--- config.mk ---
export PLATFORM = sky130hd
export DESIGN_NAME = instr_fetch
export DESIGN_NICKNAME = d
export VERILOG_FILES = /design/src/rtl/instr_fetch.sv
export SDC_FILE = /design/constraint.sdc
export NUM_CORES = 1
export LEC_CHECK = 0
export BUFFER_PORTS_ARGS = -buffer_cell sky130_fd_sc_hd__clkbuf_2
export CAP_MARGIN = 5
export CORE_MARGIN = 3
export CORE_UTILIZATION = 35
export CTS_CLUSTER_DIAMETER = 120
export DETAILED_ROUTE_END_ITERATION = 8
export GPL_TIMING_DRIVEN = 0
export PLACE_DENSITY = 0.59
export SLEW_MARGIN = 20
export SYNTH_ARGS = -nofsm -noshare
export SYNTH_HDL_FRONTEND = slang
export SYNTH_SLANG_ARGS = --single-unit
export TNS_END_PERCENT = 50
--- constraint.sdc ---
create_clock -name clk -period 2.9 [get_ports clk]
set_input_delay 0.145 -clock clk [delete_from_list [all_inputs] [get_ports clk]]
set_output_delay 0.145 -clock clk [all_outputs]
set_load 0.005 [all_outputs]
--- src/rtl/instr_fetch.sv ---
`default_nettype none
// ============================================================================
// Module   : instr_fetch
// Purpose  : Front-end of the single-issue core. Owns the PC, issues one
//            32-bit instruction read at a time to instruction memory and
//            hands each fetched word to the decoder over valid/ready.
//            Handles branch redirects and halt requests from the execute side.
//            Stops prefetching after it delivers a HALT word (opcode 5'h1F).
// Ports    : clk/reset            - core clock, synchronous active-high reset
//            mem_req_*            - read request channel (valid/ready/addr)
//            mem_rsp_*            - read response (valid/data), one outstanding
//            instr_*              - fetched word and its PC toward the decoder
//            redirect_valid/_pc   - taken branch, restart fetch at redirect_pc
//            halt                 - stop fetching
//            halted               - fetch stopped, nothing outstanding
//            err_misaligned       - sticky, a redirect target had bits [1:0]!=0
// Revision : 1.0 - initial release
// ============================================================================
module instr_fetch #(
    parameter int unsigned       ADDR_W   = 64,
    parameter logic [ADDR_W-1:0] RESET_PC = ADDR_W'(64'h2000)
) (
    input  logic              clk,
    input  logic              reset,
    output logic              mem_req_valid,
    input  logic              mem_req_ready,
    output logic [ADDR_W-1:0] mem_req_addr,
    input  logic              mem_rsp_valid,
    input  logic [31:0]       mem_rsp_data,
    output logic              instr_valid,
    input  logic              instr_ready,
    output logic [31:0]       instr,
    output logic [ADDR_W-1:0] instr_pc,
    input  logic              redirect_valid,
    input  logic [ADDR_W-1:0] redirect_pc,
    input  logic              halt,
    output logic              halted,
    output logic              err_misaligned
);

    localparam logic [4:0] c_OPC_HALT = 5'h1F;

    typedef enum logic [1:0] {
        S_REQ    = 2'd0,
        S_WAIT   = 2'd1,
        S_HOLD   = 2'd2,
        S_HALTED = 2'd3
    } state_t;

    state_t            state_q, state_d;
    logic [ADDR_W-1:0] pc_q, pc_d;
    logic [ADDR_W-1:0] req_pc_q, req_pc_d;
    logic [ADDR_W-1:0] instr_pc_q, instr_pc_d;
    logic [31:0]       instr_q, instr_d;
    logic              drop_q, drop_d;       // outstanding response is stale
    logic              halt_pend_q, halt_pend_d;
    logic              err_q, err_d;

    // A redirect only counts when the front-end is still running and no halt
    // arrives in the same cycle (halt has priority).
    logic              w_redir_take;
    logic [ADDR_W-1:0] w_redir_pc;

    assign w_redir_take = redirect_valid && !halt && (state_q != S_HALTED);
    assign w_redir_pc   = {redirect_pc[ADDR_W-1:2], 2'b00};

    always_ff @(posedge clk) begin
        if (reset) begin
            state_q     <= S_REQ;
            pc_q        <= RESET_PC;
            req_pc_q    <= '0;
            instr_q     <= '0;
            instr_pc_q  <= '0;
            drop_q      <= 1'b0;
            halt_pend_q <= 1'b0;
            err_q       <= 1'b0;
        end else begin
            state_q     <= state_d;
            pc_q        <= pc_d;
            req_pc_q    <= req_pc_d;
            instr_q     <= instr_d;
            instr_pc_q  <= instr_pc_d;
            drop_q      <= drop_d;
            halt_pend_q <= halt_pend_d;
            err_q       <= err_d;
        end
    end

    always_comb begin
        state_d     = state_q;
        pc_d        = pc_q;
        req_pc_d    = req_pc_q;
        instr_d     = instr_q;
        instr_pc_d  = instr_pc_q;
        drop_d      = drop_q;
        halt_pend_d = halt_pend_q;
        err_d       = err_q;

        if (w_redir_take) begin
            pc_d = w_redir_pc;
            if (redirect_pc[1:0] != 2'b00) begin
                err_d = 1'b1;
            end
        end

        case (state_q)
            S_REQ: begin
                if (halt) begin
                    // A request the memory accepts in the halt cycle still
                    // returns data; wait it out before reporting halted.
                    if (mem_req_ready) begin
                        state_d     = S_WAIT;
                        req_pc_d    = pc_q;
                        drop_d      = 1'b1;
                        halt_pend_d = 1'b1;
                    end else begin
                        state_d = S_HALTED;
                    end
                end else if (mem_req_ready) begin
                    state_d  = S_WAIT;
                    req_pc_d = pc_q;
                    // Request launched with the old PC while redirecting.
                    drop_d   = redirect_valid;
                end
            end

            S_WAIT: begin
                if (halt) begin
                    drop_d      = 1'b1;
                    halt_pend_d = 1'b1;
                    if (mem_rsp_valid) begin
                        state_d     = S_HALTED;
                        drop_d      = 1'b0;
                        halt_pend_d = 1'b0;
                    end
                end else if (mem_rsp_valid) begin
                    if (drop_q || redirect_valid) begin
                        drop_d      = 1'b0;
                        halt_pend_d = 1'b0;
                        state_d     = halt_pend_q ? S_HALTED : S_REQ;
                    end else begin
                        instr_d    = mem_rsp_data;
                        instr_pc_d = req_pc_q;
                        pc_d       = req_pc_q + ADDR_W'(4);
                        state_d    = S_HOLD;
                    end
                end else if (redirect_valid) begin
                    drop_d = 1'b1;
                end
            end

            S_HOLD: begin
                if (halt) begin
                    state_d = S_HALTED;
                end else if (redirect_valid) begin
                    // Held word is on the wrong path even if consumed now.
                    state_d = S_REQ;
                end else if (instr_ready) begin
                    state_d = (instr_q[31:27] == c_OPC_HALT) ? S_HALTED : S_REQ;
                end
            end

            default: begin
                state_d = S_HALTED;
            end
        endcase
    end

    // Request is masked during reset so the first one appears only in the
    // cycle after reset deasserts.
    assign mem_req_valid  = (state_q == S_REQ) && !reset;
    assign mem_req_addr   = pc_q;
    assign instr_valid    = (state_q == S_HOLD);
    assign instr          = instr_q;
    assign instr_pc       = instr_pc_q;
    assign halted         = (state_q == S_HALTED);
    assign err_misaligned = err_q;

endmodule
`default_nettype wire

==> metrics.yaml <==
power_density_nw_per_um2: 553
seq_area_frac_synth_pct: 45.9
area_growth_syn_to_layout_pct: 36.1
fin_crit_ns: 2.75
max_freq_ghz: 0.363
gp_weighted_congestion: 0.873
yosysTopAreaCellShare_pct: 45.9
floorplan.io_pins: 267
vias_per_cell: 5.00
crit_chain: "nor2b_1, nand2_1, nor3_2, clkbuf_2, clkbuf_1, a21oi_1"
syn_nets: 1412
layout_worst_path_cycle_share_pct: 94.9
drt.antenna.violating_nets: 0
clock-sinks: 229
syn_inst: 1308
synth_warnings: 0
ir_worst_vdd_mv: 0.403
netlist.top_cell.by_area: "sky130_fd_sc_hd__dfxtp_1"
final_setup_viols: 0
dr.pass1.iters: 5
grt_max_degree: 13
routed_wire_length_per_instance_um: 17.7
die_height_um: 175
p_leak_nw: 5.20
cp-end-kind: "flop"
max-clock-path-buffers: 3
hpwl_um: 26800
cts-buffers-inserted: 26
vias: 10500
floorplan.core_area_um2: 27900
drt-total-wl_um: 36900
die_width_um: 175
timing.critical_path.slowest_stage_cell: "sky130_fd_sc_hd__clkbuf_1"
async_flop_share_pct: 0
overflow: 0
cp-start-kind: "flop"
post_synth_main_area_contributors: "sky130_fd_sc_hd__dfxtp_1, sky130_fd_sc_hd__nand2_1, sky130_fd_sc_hd__a21oi_1, sky130_fd_sc_hd__xnor2_1, sky130_fd_sc_hd__clkbuf_1"
worstHoldPathType: "input port to flop"
critPathArrivalTime_ns: 3.12
io_buffers: 264
global_route.usage.total_pct: 23.3
initial_utilization_pct: 35.8
drv_cap: 0
floorplan.rows: 61
outcome: "finished clean"
clock_latency_at_the_later_pin_of_the_worst_skew_pair_ns: 0.53
final_hold_vios: 0
required_time_of_the_critical_path_ns: 3.27
route.detailed.drc: 0
clock_tree_from_tritoncts: "yes"
grt_setup_unrepaired: "false"
num-nets-final: 1801
synth.avg_cell_area_um2: 7.64
critPathMaxFanout: 10
maxSlewViolCount: 0
cts_htree_levels: 1
drive_above_1_share_pct: 21.5
mappedNetlistArea_um2: 9990
timing.max_slew.rel_slack_pct: 30.5
cpPeakStageDelay_ns: 0.55
synth_enable_flop_cells: 0
finalPower_mw: 7.52
fin_skew_ns: 0.0187
worst_hold_slack_ns: 0.0283
synth_seq_cells: 229
final_common_cell: "sky130_fd_sc_hd__nand2_1"
synth_flop_cell: "sky130_fd_sc_hd__dfxtp_1"
worstMarginPinSlew_ns: 1.04
drtIter0Drc: 688
most_used_cells_in_the_layout_excluding_fill_and_tap_cells: "sky130_fd_sc_hd__nand2_1, sky130_fd_sc_hd__clkbuf_2, sky130_fd_sc_hd__dfxtp_1"
critical_path_class: "flop to flop"
path_clk_slew_ns: 0.06
die-area_um2: 30600
grt_pass1_wl_um: 57200
number_of_distinct_library_cells_after_synthesis: 48
first_global_vias: 10200
antenna_found_initial: 2
clk_root_buffer_cell: "sky130_fd_sc_hd__clkbuf_16"
-- Yosys cell counts, types with 5 or more instances --
| library cell | number |
|---|---|
| sky130_fd_sc_hd__dfxtp_1 | 229 |
| sky130_fd_sc_hd__clkbuf_8 | 7 |
| sky130_fd_sc_hd__xor2_1 | 14 |
| sky130_fd_sc_hd__o22ai_1 | 5 |
| sky130_fd_sc_hd__nand2_1 | 467 |
| sky130_fd_sc_hd__inv_1 | 12 |
| sky130_fd_sc_hd__a211oi_1 | 5 |
| sky130_fd_sc_hd__a21oi_1 | 197 |
| sky130_fd_sc_hd__nor3_1 | 23 |
| sky130_fd_sc_hd__o21ai_0 | 8 |
| sky130_fd_sc_hd__clkbuf_1 | 80 |
| sky130_fd_sc_hd__buf_2 | 5 |
| sky130_fd_sc_hd__nor2_1 | 44 |
| sky130_fd_sc_hd__nor4_1 | 8 |
| sky130_fd_sc_hd__xnor2_1 | 42 |
| sky130_fd_sc_hd__nand3_1 | 28 |
| sky130_fd_sc_hd__a31o_2 | 28 |
| sky130_fd_sc_hd__nand4_1 | 18 |
| sky130_fd_sc_hd__a311oi_1 | 21 |
| sky130_fd_sc_hd__mux2i_1 | 5 |
| sky130_fd_sc_hd__and3_1 | 10 |
-- routing by layer --
layer | vias to the layer above | wire length [um] | global-route usage [%]
li1 | 5184 | - | -
met1 | 4873 | 16200 | 30.6
met2 | 347 | 17300 | 39.6
met3 | 51 | 2470 | 4.54
met4 | 2 | 931 | 5.92
met5 | - | 13 | 0
-- critical path: cells and delay by family (launching register included) --
family / cells / cell delay [ns]
AOI/OAI and AO/OA: 1 / 0.17
buffers and inverters: 2 / 1.09
DFF: 1 / 0.36
and+or+nand+nor: 3 / 0.97
-- worst paths after layout --
| kind | slack, ns | cells after the start | to | from |
|---|---|---|---|---|
| hold / removal | 0.03 | 4 | mem_req_addr[2] | redirect_pc[2] |
| setup / recovery | 0.15 | 6 | mem_req_addr[36] | state_q[0] |
| setup reg to reg | 0.15 | 6 | mem_req_addr[36] | state_q[0] |
| hold reg to reg | 0.45 | 2 | err_misaligned | err_misaligned |
-- power by group --
part	internal (mW)	switching [mW]
clock network	1.96	1.33
logic	0.366	0.499
registers	3.26	0.113
total	5.58	1.94
-- what timing repair did --
action	4_1_cts	5_1_grt
pin swaps	0	2
resized for setup	2	4
hold buffers	96	0
setup buffers	0	0
endpoints found under the setup margin	90	15
cloned	0	0
endpoints found under the hold margin	95	0
-- through the flow --
stage | TNS [ns] | util (%) | cell area (um^2) | worst slack (ns) | cells
after floorplan | 0 | - | 9990 | 0.856 | 1308
after global placement | -15.94 | 42.2 | 11800 | -0.406 | 1950
after detailed placement | -15.14 | 42.2 | 11800 | -0.319 | 1951
after CTS | 0 | 48.7 | 13600 | 0.0903 | 2089
after global routing | 0 | 48.7 | 13600 | 0.00795 | 2090
final | 0 | 48.7 | 13600 | 0.148 | 2090
-- area by class of cell --
class | count | area, um^2
Timing Repair Buffer | 361 | 2290
Inverter | 12 | 45.0
Buffer | 102 | 495
Clock buffer | 35 | 746
Fill cell | 2811 | 14300
Multi-Input combinational cell | 965 | 4880
Antenna cell | 1 | 2.50
Tap cell | 378 | 473
Clock inverter | 7 | 85.1
Sequential cell | 229 | 4580
-- cells by family after synthesis --
| kind of cell | share of synthesized area, % |
|---|---|
| flip-flops | 45.9 |
| adder cells (fa/ha/maj) | 0.125 |
| XOR/XNOR | 4.91 |
| multiplexers | 0.501 |
| AND/OR/NAND/NOR | 27.4 |
| AO/OA/AOI/OAI | 15.8 |
| buffers and inverters | 5.37 |
-- state kept, by name, indices dropped and copies added, names as in the netlist --
signal          count
instr              32
req_pc_q           64
instr_pc           64
err_misaligned      1
halt_pend_q         1
mem_req_addr       64
drop_q              1
state_q             2
No activity file was read; power rests on OpenSTA's default activity.
